$ cat src/rtl/exp1_stim_seq.sv
`default_nettype none
// ============================================================================
//  Module   : exp1_stim_seq
//  Purpose  : Sweeps exp1 inputs abc through 000..111 and captures its five
//             outputs into a 40-bit truth table (auto or manual-step mode).
//  Revision : 1.0  initial release
// ============================================================================
module exp1_stim_seq #(
    parameter int unsigned DWELL_CYCLES = 100
) (
    input  logic        i_clk,
    input  logic        i_rst_n,
    input  logic        i_start,
    input  logic        i_abort,
    input  logic        i_mode_step,
    input  logic        i_step,
    input  logic        i_l1,
    input  logic        i_l2,
    input  logic        i_x,
    input  logic        i_y,
    input  logic        i_z,
    output logic        o_a,
    output logic        o_b,
    output logic        o_c,
    output logic [2:0]  o_index,
    output logic        o_busy,
    output logic        o_done,
    output logic [39:0] o_truth_table,
    output logic [7:0]  o_valid_mask
);

    localparam logic [15:0] CNT_LAST = 16'(DWELL_CYCLES - 1);

    typedef enum logic [1:0] {
        ST_IDLE   = 2'd0,
        ST_DRIVE  = 2'd1,
        ST_SAMPLE = 2'd2,
        ST_DONE   = 2'd3
    } state_t;

    state_t      state_q, state_d;
    logic [2:0]  index_q, index_d;
    logic [15:0] cnt_q,   cnt_d;
    logic [39:0] table_q, table_d;
    logic [7:0]  mask_q,  mask_d;
    logic        busy_q,  busy_d;
    logic        done_q,  done_d;

    always_ff @(posedge i_clk or negedge i_rst_n) begin
        if (!i_rst_n) begin
            state_q <= ST_IDLE;
            index_q <= 3'd0;
            cnt_q   <= 16'd0;
            table_q <= 40'd0;
            mask_q  <= 8'd0;
            busy_q  <= 1'b0;
            done_q  <= 1'b0;
        end else begin
            state_q <= state_d;
            index_q <= index_d;
            cnt_q   <= cnt_d;
            table_q <= table_d;
            mask_q  <= mask_d;
            busy_q  <= busy_d;
            done_q  <= done_d;
        end
    end

    always_comb begin
        state_d = state_q;
        index_d = index_q;
        cnt_d   = cnt_q;
        table_d = table_q;
        mask_d  = mask_q;
        busy_d  = busy_q;
        done_d  = done_q;

        // Abort keeps the captured table so a partial sweep stays readable.
        if (i_abort) begin
            state_d = ST_IDLE;
            index_d = 3'd0;
            cnt_d   = 16'd0;
            busy_d  = 1'b0;
            done_d  = 1'b0;
        end else begin
            case (state_q)
                ST_IDLE, ST_DONE: begin
                    if (i_start) begin
                        state_d = ST_DRIVE;
                        index_d = 3'd0;
                        cnt_d   = 16'd0;
                        table_d = 40'd0;
                        mask_d  = 8'd0;
                        busy_d  = 1'b1;
                        done_d  = 1'b0;
                    end
                end
                ST_DRIVE: begin
                    // Counter saturates at the last dwell cycle; a step pulse
                    // arriving earlier is simply dropped.
                    if (cnt_q == CNT_LAST) begin
                        if (!i_mode_step || i_step) begin
                            state_d = ST_SAMPLE;
                        end
                    end else begin
                        cnt_d = cnt_q + 16'd1;
                    end
                end
                ST_SAMPLE: begin
                    table_d[5*index_q +: 5] = {i_l1, i_l2, i_x, i_y, i_z};
                    mask_d[index_q]         = 1'b1;
                    if (index_q == 3'd7) begin
                        state_d = ST_DONE;
                        busy_d  = 1'b0;
                        done_d  = 1'b1;
                    end else begin
                        state_d = ST_DRIVE;
                        index_d = index_q + 3'd1;
                        cnt_d   = 16'd0;
                    end
                end
                default: begin
                    state_d = ST_IDLE;
                end
            endcase
        end
    end

    // abc follows the registered index directly, so it is glitch-free.
    assign o_a           = index_q[2];
    assign o_b           = index_q[1];
    assign o_c           = index_q[0];
    assign o_index       = index_q;
    assign o_busy        = busy_q;
    assign o_done        = done_q;
    assign o_truth_table = table_q;
    assign o_valid_mask  = mask_q;

endmodule
`default_nettype wire

$ cat config.mk
export PLATFORM = sky130hd
export DESIGN_NAME = exp1_stim_seq
export DESIGN_NICKNAME = d
export VERILOG_FILES = /design/src/rtl/exp1_stim_seq.sv
export SDC_FILE = /design/constraint.sdc
export NUM_CORES = 1
export LEC_CHECK = 0
export ABC_CLOCK_PERIOD_IN_PS = 2050
export BUFFER_PORTS_ARGS = -buffer_cell sky130_fd_sc_hd__clkbuf_2
export CORE_UTILIZATION = 52
export CTS_BUF_LIST = sky130_fd_sc_hd__clkbuf_4
export CTS_CLUSTER_SIZE = 8
export DETAILED_ROUTE_END_ITERATION = 8
export PLACE_DENSITY = 0.78
export SLEW_MARGIN = 5
export SYNTH_ARGS = -nofsm -noshare
export SYNTH_HDL_FRONTEND = slang
export SYNTH_SLANG_ARGS = --single-unit
$ cat constraint.sdc
create_clock -name i_clk -period 2.05 [get_ports i_clk]
set_clock_uncertainty 0.15 [all_clocks]
set_input_delay 0.3075 -clock i_clk [delete_from_list [all_inputs] [get_ports i_clk]]
set_output_delay 0.3075 -clock i_clk [all_outputs]
set_load 0.02 [all_outputs]
==> impl_metrics.tcl, run 1 <==
set metrics [dict create \
    yosysUniqueCellTypes 55 \
    critPathMaxStageDelay_ns 0.46 \
    path_delay_family "flip-flops" \
    maxCapViolations 0 \
    clock.fmax_mhz 507 \
    grt.total_usage_pct 24.7 \
    worstSetupStartpoint "o_index[0]$_DFFE_PN0P_" \
    holdPathStages 2 \
    critPathCaptureType "flip-flop" \
    drive_above_1_share_pct 34.1 \
    hpwlAfterDp_mm 6.36 \
    yosysWarnings 0 \
    die_x_um 86.6 \
    antenna_found_initial 0 \
    preCtsSetupSlack_ns 0.0563 \
    dieArea_um2 7490 \
    reg2regPathDepth 6 \
    synth-edff-count 0 \
    drtIter0Drc 194 \
    htree_levels 3 \
    cts.path.max_buffers 2 \
    tritoncts "built" \
    path_buf_inv 1 \
    r2r_setup_slack_ns 0.08 \
    pin_count 67 \
    numCtsBuffers 9 \
    yosysMostFrequentCell "dfrtp_1" \
    ys_async_sr_fraction_pct 100 \
    worst-setup-path-type "flip-flop to flip-flop" \
    ys.flop_type "dfrtp_1" \
    area_delta_synth_final_pct 21.9 \
    met1_length_mm 4.04 \
    netlist_top_cells_count "dfrtp_1 (71), a22o_1 (33), nand2_1 (33), nand4_1 (17)" \
    status "complete, no violations" \
    report.final.slew_viol_count 0 \
    crit_chain "inv_1 -> ha_2 -> xor2_4 -> a21oi_1 -> nand2b_4 -> a22o_1" \
    r2r_end "o_truth_table[27]$_DFFE_PN0P_" \
    fill_cells 557 \
    period_share_pct 96.3 \
    place_inst 519 \
    coreArea_um2 6870 \
    worst_slack_ns 0.0766 \
    syn_area_per_cell_um2 10.5 \
    wire_per_inst_um 16.4 \
    synth_top_area_share_pct 47.8 \
    syn_nets 374 \
    synth-seq-area-share_pct 47.8 \
    overflow 0 \
    cp-endpoint "o_truth_table[27]$_DFFE_PN0P_" \
    fp.dieH_um 86.6 \
    synth.largest_area_cell "dfrtp_1" \
    met2_length_mm 4.36 \
    peakVddDrop_uv 635 \
    cp_max_fo 6 \
    synth.area.top_cells "dfrtp_1 (48%), a22o_1 (7.8%), nand2_1 (3.3%)" \
    viasPerCell 5.77 \
    powerDensity_nw_per_um2 784 \
    crit_required_ns 2.19 \
    diodes 0 \
    grt_pass1_vias 2908 \
    synth_cells 354 \
    max-slew-margin-rel_pct 69.9 \
    min_period_ns 1.97 \
    hp-class "input port to flip-flop" \
    cts.sinks 71 \
    num_rows 30 \
    gp_congestion 0.845 \
    first_pass_iters 4 \
    met3WireLength_um 360 \
    drt-total-wl_mm 8.82 \
    nets 458 \
    leakagePower_nw 2.13 \
    grt_pass1_wl_mm 14.4 \
    finalPower_mw 3.56 \
    fin_cells 539 \
    ant_nets 0 \
    cts_root_buf "clkbuf_4" \
    grt_max_degree 72 \
    topRoutingLayerUsed "met4" \
    worst_setup_path_start_kind "flip-flop" \
    r2r_start "o_index[0]$_DFFE_PN0P_" \
    port_buffers 66 \
    tightestPinTransition_ns 0.447 \
    vias 3109 \
    drc 0 \
    cp.depth 6 \
    hold_violations 0 \
    synth_seq_cells 71 \
    worstPathArrival_ns 2.12 \
    netlist_area_um2 3720 \
    setup_viol 0 \
    initial_core_util_pct 54.1 \
    crit_slowest_cell "dfrtp_2" \
    path_clk_slew_ns 0.13 \
    clock_latency_ns 0.41 \
]
==> kinds of logic after synthesis <==
family	synth area share [%]
xor+xnor	0.875
fa+ha+maj	3.03
simple gates	22.3
buf+inv	4.88
mux	1.21
compound gates	20.0
flops	47.8
==> report_power, final <==
part	switching [mW]	internal, mW
registers	0.0420	1.46
clock network	0.505	0.382
logic	0.706	0.461
==> worst min path at each step <==
| stage | startpoint | end | slack, ns |
|---|---|---|---|
| floorplan | i_rst_n | cnt_q[0]$_DFFE_PN0P_ | -0.14 |
| global placement | i_rst_n | o_truth_table[15]$_DFFE_PN0P_ | 0.21 |
| detailed placement | i_rst_n | o_truth_table[18]$_DFFE_PN0P_ | 0.21 |
| CTS | i_abort | o_busy$_DFFE_PN0P_ | 0.07 |
| global route | i_abort | o_busy$_DFFE_PN0P_ | 0.09 |
| finish | i_abort | o_busy$_DFFE_PN0P_ | 0.09 |
==> stage by stage <==
stage	hold slack (ns)	utilization [%]	instance area, µm²	setup TNS, ns
after floorplan	-0.138	-	3750	0
after global placement	0.211	62.7	4310	0
after detailed placement	0.213	62.7	4310	0
after CTS	0.0661	65.0	4460	0
after global routing	0.0921	66.0	4530	-0.0235
final	0.0928	66.0	4530	0
==> metal layers <==
layer | global-route usage (%) | up-vias
met3 | 4.95 | 7
met1 | 33.5 | 1519
li1 | - | 1499
met2 | 40.4 | 84
met5 | 0 | -
met4 | 6.82 | 0
==> placed cells by master (no fill, tap or decap), types with 3 or more instances in the layout <==
| cell | Yosys | layout |
|---|---|---|
| o211ai_1 | 16 | 16 |
| and2_1 | 4 | 3 |
| nor2b_1 | 5 | 4 |
| inv_1 | 7 | 7 |
| o31ai_1 | 7 | 7 |
| nand2_1 | 33 | 33 |
| o21ai_0 | 12 | 12 |
| and3_1 | 5 | 5 |
| clkbuf_2 | 0 | 65 |
| nand3_1 | 10 | 10 |
| a41oi_1 | 4 | 4 |
| dfrtp_1 | 71 | 69 |
| nor2_1 | 15 | 15 |
| a31oi_1 | 4 | 4 |
| mux2_2 | 4 | 4 |
| a21oi_1 | 16 | 16 |
| nor4_4 | 4 | 4 |
| a22o_1 | 33 | 33 |
| ha_1 | 9 | 4 |
| nand4_1 | 17 | 17 |
| ha_2 | 0 | 4 |
| and4_1 | 4 | 4 |
| nand2b_4 | 5 | 6 |
| nor4_1 | 5 | 5 |
| buf_4 | 10 | 30 |
| clkbuf_4 | 0 | 10 |
==> repair_timing <==
action | in CTS | in global routing
hold endpoints to repair | 72 | 0
hold buffers | 2 | 0
setup endpoints to repair | 0 | 33
gates resized for setup | 0 | 12
buffers inserted | 0 | 2
==> worst reg2reg max path: stages, from the launching register on <==
cell and delay [ns]:
dfrtp_2 0.46, inv_1 0.09, ha_2 0.32, xor2_4 0.31, a21oi_1 0.11, nand2b_4 0.17, a22o_1 0.24
==> flip-flops by register name, summed over array words and instances (netlist names) <==
register	count
o_truth_table	40
o_valid_mask	8
o_index	3
o_done	1
state_q	2
o_busy	1
cnt_q	16
==> cell type report <==
type | instances | area [µm²] | area share, %
multi-input cells | 247 | 1840 | 40.6
clock inverters | 6 | 61.3 | 1.35
well taps | 96 | 120 | 2.65
clock buffers | 10 | 75.1 | 1.66
repair buffers | 101 | 627 | 13.8
flip-flops and latches | 71 | 1780 | 39.2
inverters | 8 | 30.0 | 0.662
(Power assumes the default switching activity.)
==> run 2: changes to the inputs <==
--- a/config.mk
+++ b/config.mk
@@ -7,11 +7,14 @@
 export LEC_CHECK = 0
 export ABC_CLOCK_PERIOD_IN_PS = 2050
 export BUFFER_PORTS_ARGS = -buffer_cell sky130_fd_sc_hd__clkbuf_2
-export CORE_UTILIZATION = 52
+export CELL_PAD_IN_SITES_DETAIL_PLACEMENT = 2
+export CELL_PAD_IN_SITES_GLOBAL_PLACEMENT = 2
+export CORE_MARGIN = 3
+export CORE_UTILIZATION = 33
 export CTS_BUF_LIST = sky130_fd_sc_hd__clkbuf_4
 export CTS_CLUSTER_SIZE = 8
 export DETAILED_ROUTE_END_ITERATION = 8
-export PLACE_DENSITY = 0.78
+export PLACE_DENSITY_LB_ADDON = 0.1
 export SLEW_MARGIN = 5
 export SYNTH_ARGS = -nofsm -noshare
 export SYNTH_HDL_FRONTEND = slang
==> impl_metrics.tcl, run 2 (synthesis results as in run 1) <==
set metrics [dict create \
    fin_area_um2 4880 \
    place_inst 567 \
    critPathCaptureType "flip-flop" \
    hp-class "input port to flip-flop" \
    setup_viol 0 \
    vias 3280 \
    use_met2_pct 32.1 \
    gp_congestion 0.726 \
    cts.path.max_buffers 2 \
    clock.fmax_mhz 496 \
    maxCapViolations 0 \
    initial_core_util_pct 34.0 \
    pin_count 67 \
    status "complete, no violations" \
    final_cell_mix "dfrtp_1 (69), clkbuf_2 (65), buf_4 (39)" \
    grt_max_degree 72 \
    report.final.slew_viol_count 0 \
    peakVddDrop_uv 321 \
    drt-total-wl_mm 12.2 \
    fin_cells 597 \
    final.setup.tns_ns 0 \
    grt.total_usage_pct 18.9 \
    port_buffers 66 \
    max-slew-margin-rel_pct 70.6 \
    worst_setup_path_start_kind "flip-flop" \
    worst_slack_ns 0.0325 \
    preCtsSetupSlack_ns -0.217 \
    top_usage_layer "met2" \
    whs_ns 0.0943 \
    drive_above_1_share_pct 39.4 \
    grt_use_met3_pct 3.29 \
    hpwlAfterDp_mm 8.21 \
    viasPerCell 5.49 \
    leakagePower_nw 2.25 \
    dieArea_um2 12600 \
    antenna_found_initial 0 \
    worstPathArrival_ns 2.24 \
    powerDensity_nw_per_um2 784 \
    area_delta_synth_final_pct 31.2 \
    worstSetupStartpoint "o_index[1]$_DFFE_PN0P_" \
    htree_levels 3 \
    crit_required_ns 2.27 \
    overflow 0 \
    diodes 0 \
    met1_usage_pct 24.1 \
    ant_nets 0 \
    largest_reg_flops 40 \
    drtIter0Drc 90 \
    path_clk_slew_ns 0.12 \
    worst-setup-path-type "flip-flop to flip-flop" \
    period_share_pct 98.4 \
    tightestPinTransition_ns 0.438 \
    holdCritStartpoint "i_l1" \
    cts.sinks 71 \
    clock_latency_ns 0.46 \
    die_x_um 112 \
    finalPower_mw 3.82 \
    tritoncts "built" \
    r2r_start "o_index[1]$_DFFE_PN0P_" \
    dpl_cell_area_um2 4390 \
    num_rows 38 \
    first_pass_iters 4 \
    drc 0 \
    layout_commonest_cell "dfrtp_1" \
    wire_per_inst_um 20.4 \
    min_period_ns 2.02 \
    rsz0062_at_grt "true" \
    cp_max_fo 6 \
    finish.utilization_pct 44.6 \
    grt_pass1_wl_mm 18.7 \
    grt_pass1_vias 3418 \
    hold_violations 0 \
    numCtsBuffers 9 \
    fp.dieH_um 112 \
    nets 472 \
    coreArea_um2 10900 \
    cts_root_buf "clkbuf_4" \
]
## run 2: cell count changes in the layout (fill, tap and decap cells not counted), moves of 3 or more
cell and change:
buf_4 +9, clkinvlp_4 +3, ha_4 +3, o31ai_1 -3
## run 2: final timing paths
kind                       slack [ns]  cells past startpoint                             to
setup / recovery                 0.03                      9           cnt_q[8]$_DFFE_PN0P_
hold / removal                   0.09                      2  o_truth_table[19]$_DFFE_PN0P_
setup reg to reg                 0.03                      9           cnt_q[8]$_DFFE_PN0P_
hold reg to reg                  0.36                      1  o_truth_table[25]$_DFFE_PN0P_
max in group asynchronous        1.17                      3         o_index[1]$_DFFE_PN0P_
min in group asynchronous        0.26                      3  o_truth_table[15]$_DFFE_PN0P_
## run 2: layout make-up
| cell class | instances | area, µm² |
|---|---|---|
| clock buffer | 11 | 82.6 |
| clock inverter | 5 | 48.8 |
| fill | 1180 | 6060 |
| inverter | 8 | 37.5 |
| multi-input combinational | 247 | 1990 |
| sequential | 71 | 1780 |
| tap | 140 | 175 |
| timing repair buffer | 115 | 767 |
## run 2: what timing repair did
action | in CTS | in global routing
buffers inserted | 6 | 6
resized for setup | 17 | 30
hold endpoints to repair | 72 | 0
hold buffers | 2 | 0
endpoints found under the setup margin | 47 | 61
pin swaps | 5 | 12
## run 2: power by group
part | switching, mW | internal (mW)
logic | 0.829 | 0.561
clock network | 0.542 | 0.388
registers | 0.0442 | 1.46
## run 2: critical path, cell delays in order (launching register included)
cell and delay, ns:
dfrtp_2 0.45, ha_4 0.18, ha_4 0.16, nand2_2 0.07
buf_6 0.12, nand4_1 0.14, buf_4 0.18, buf_4 0.13
buf_6 0.14, o31ai_1 0.22
## run 2: layer usage
layer | wire (µm) | up-vias
li1 | - | 1525
met1 | 5260 | 1695
met2 | 6430 | 50
met3 | 347 | 10
met4 | 153 | 0
met5 | 0 | -
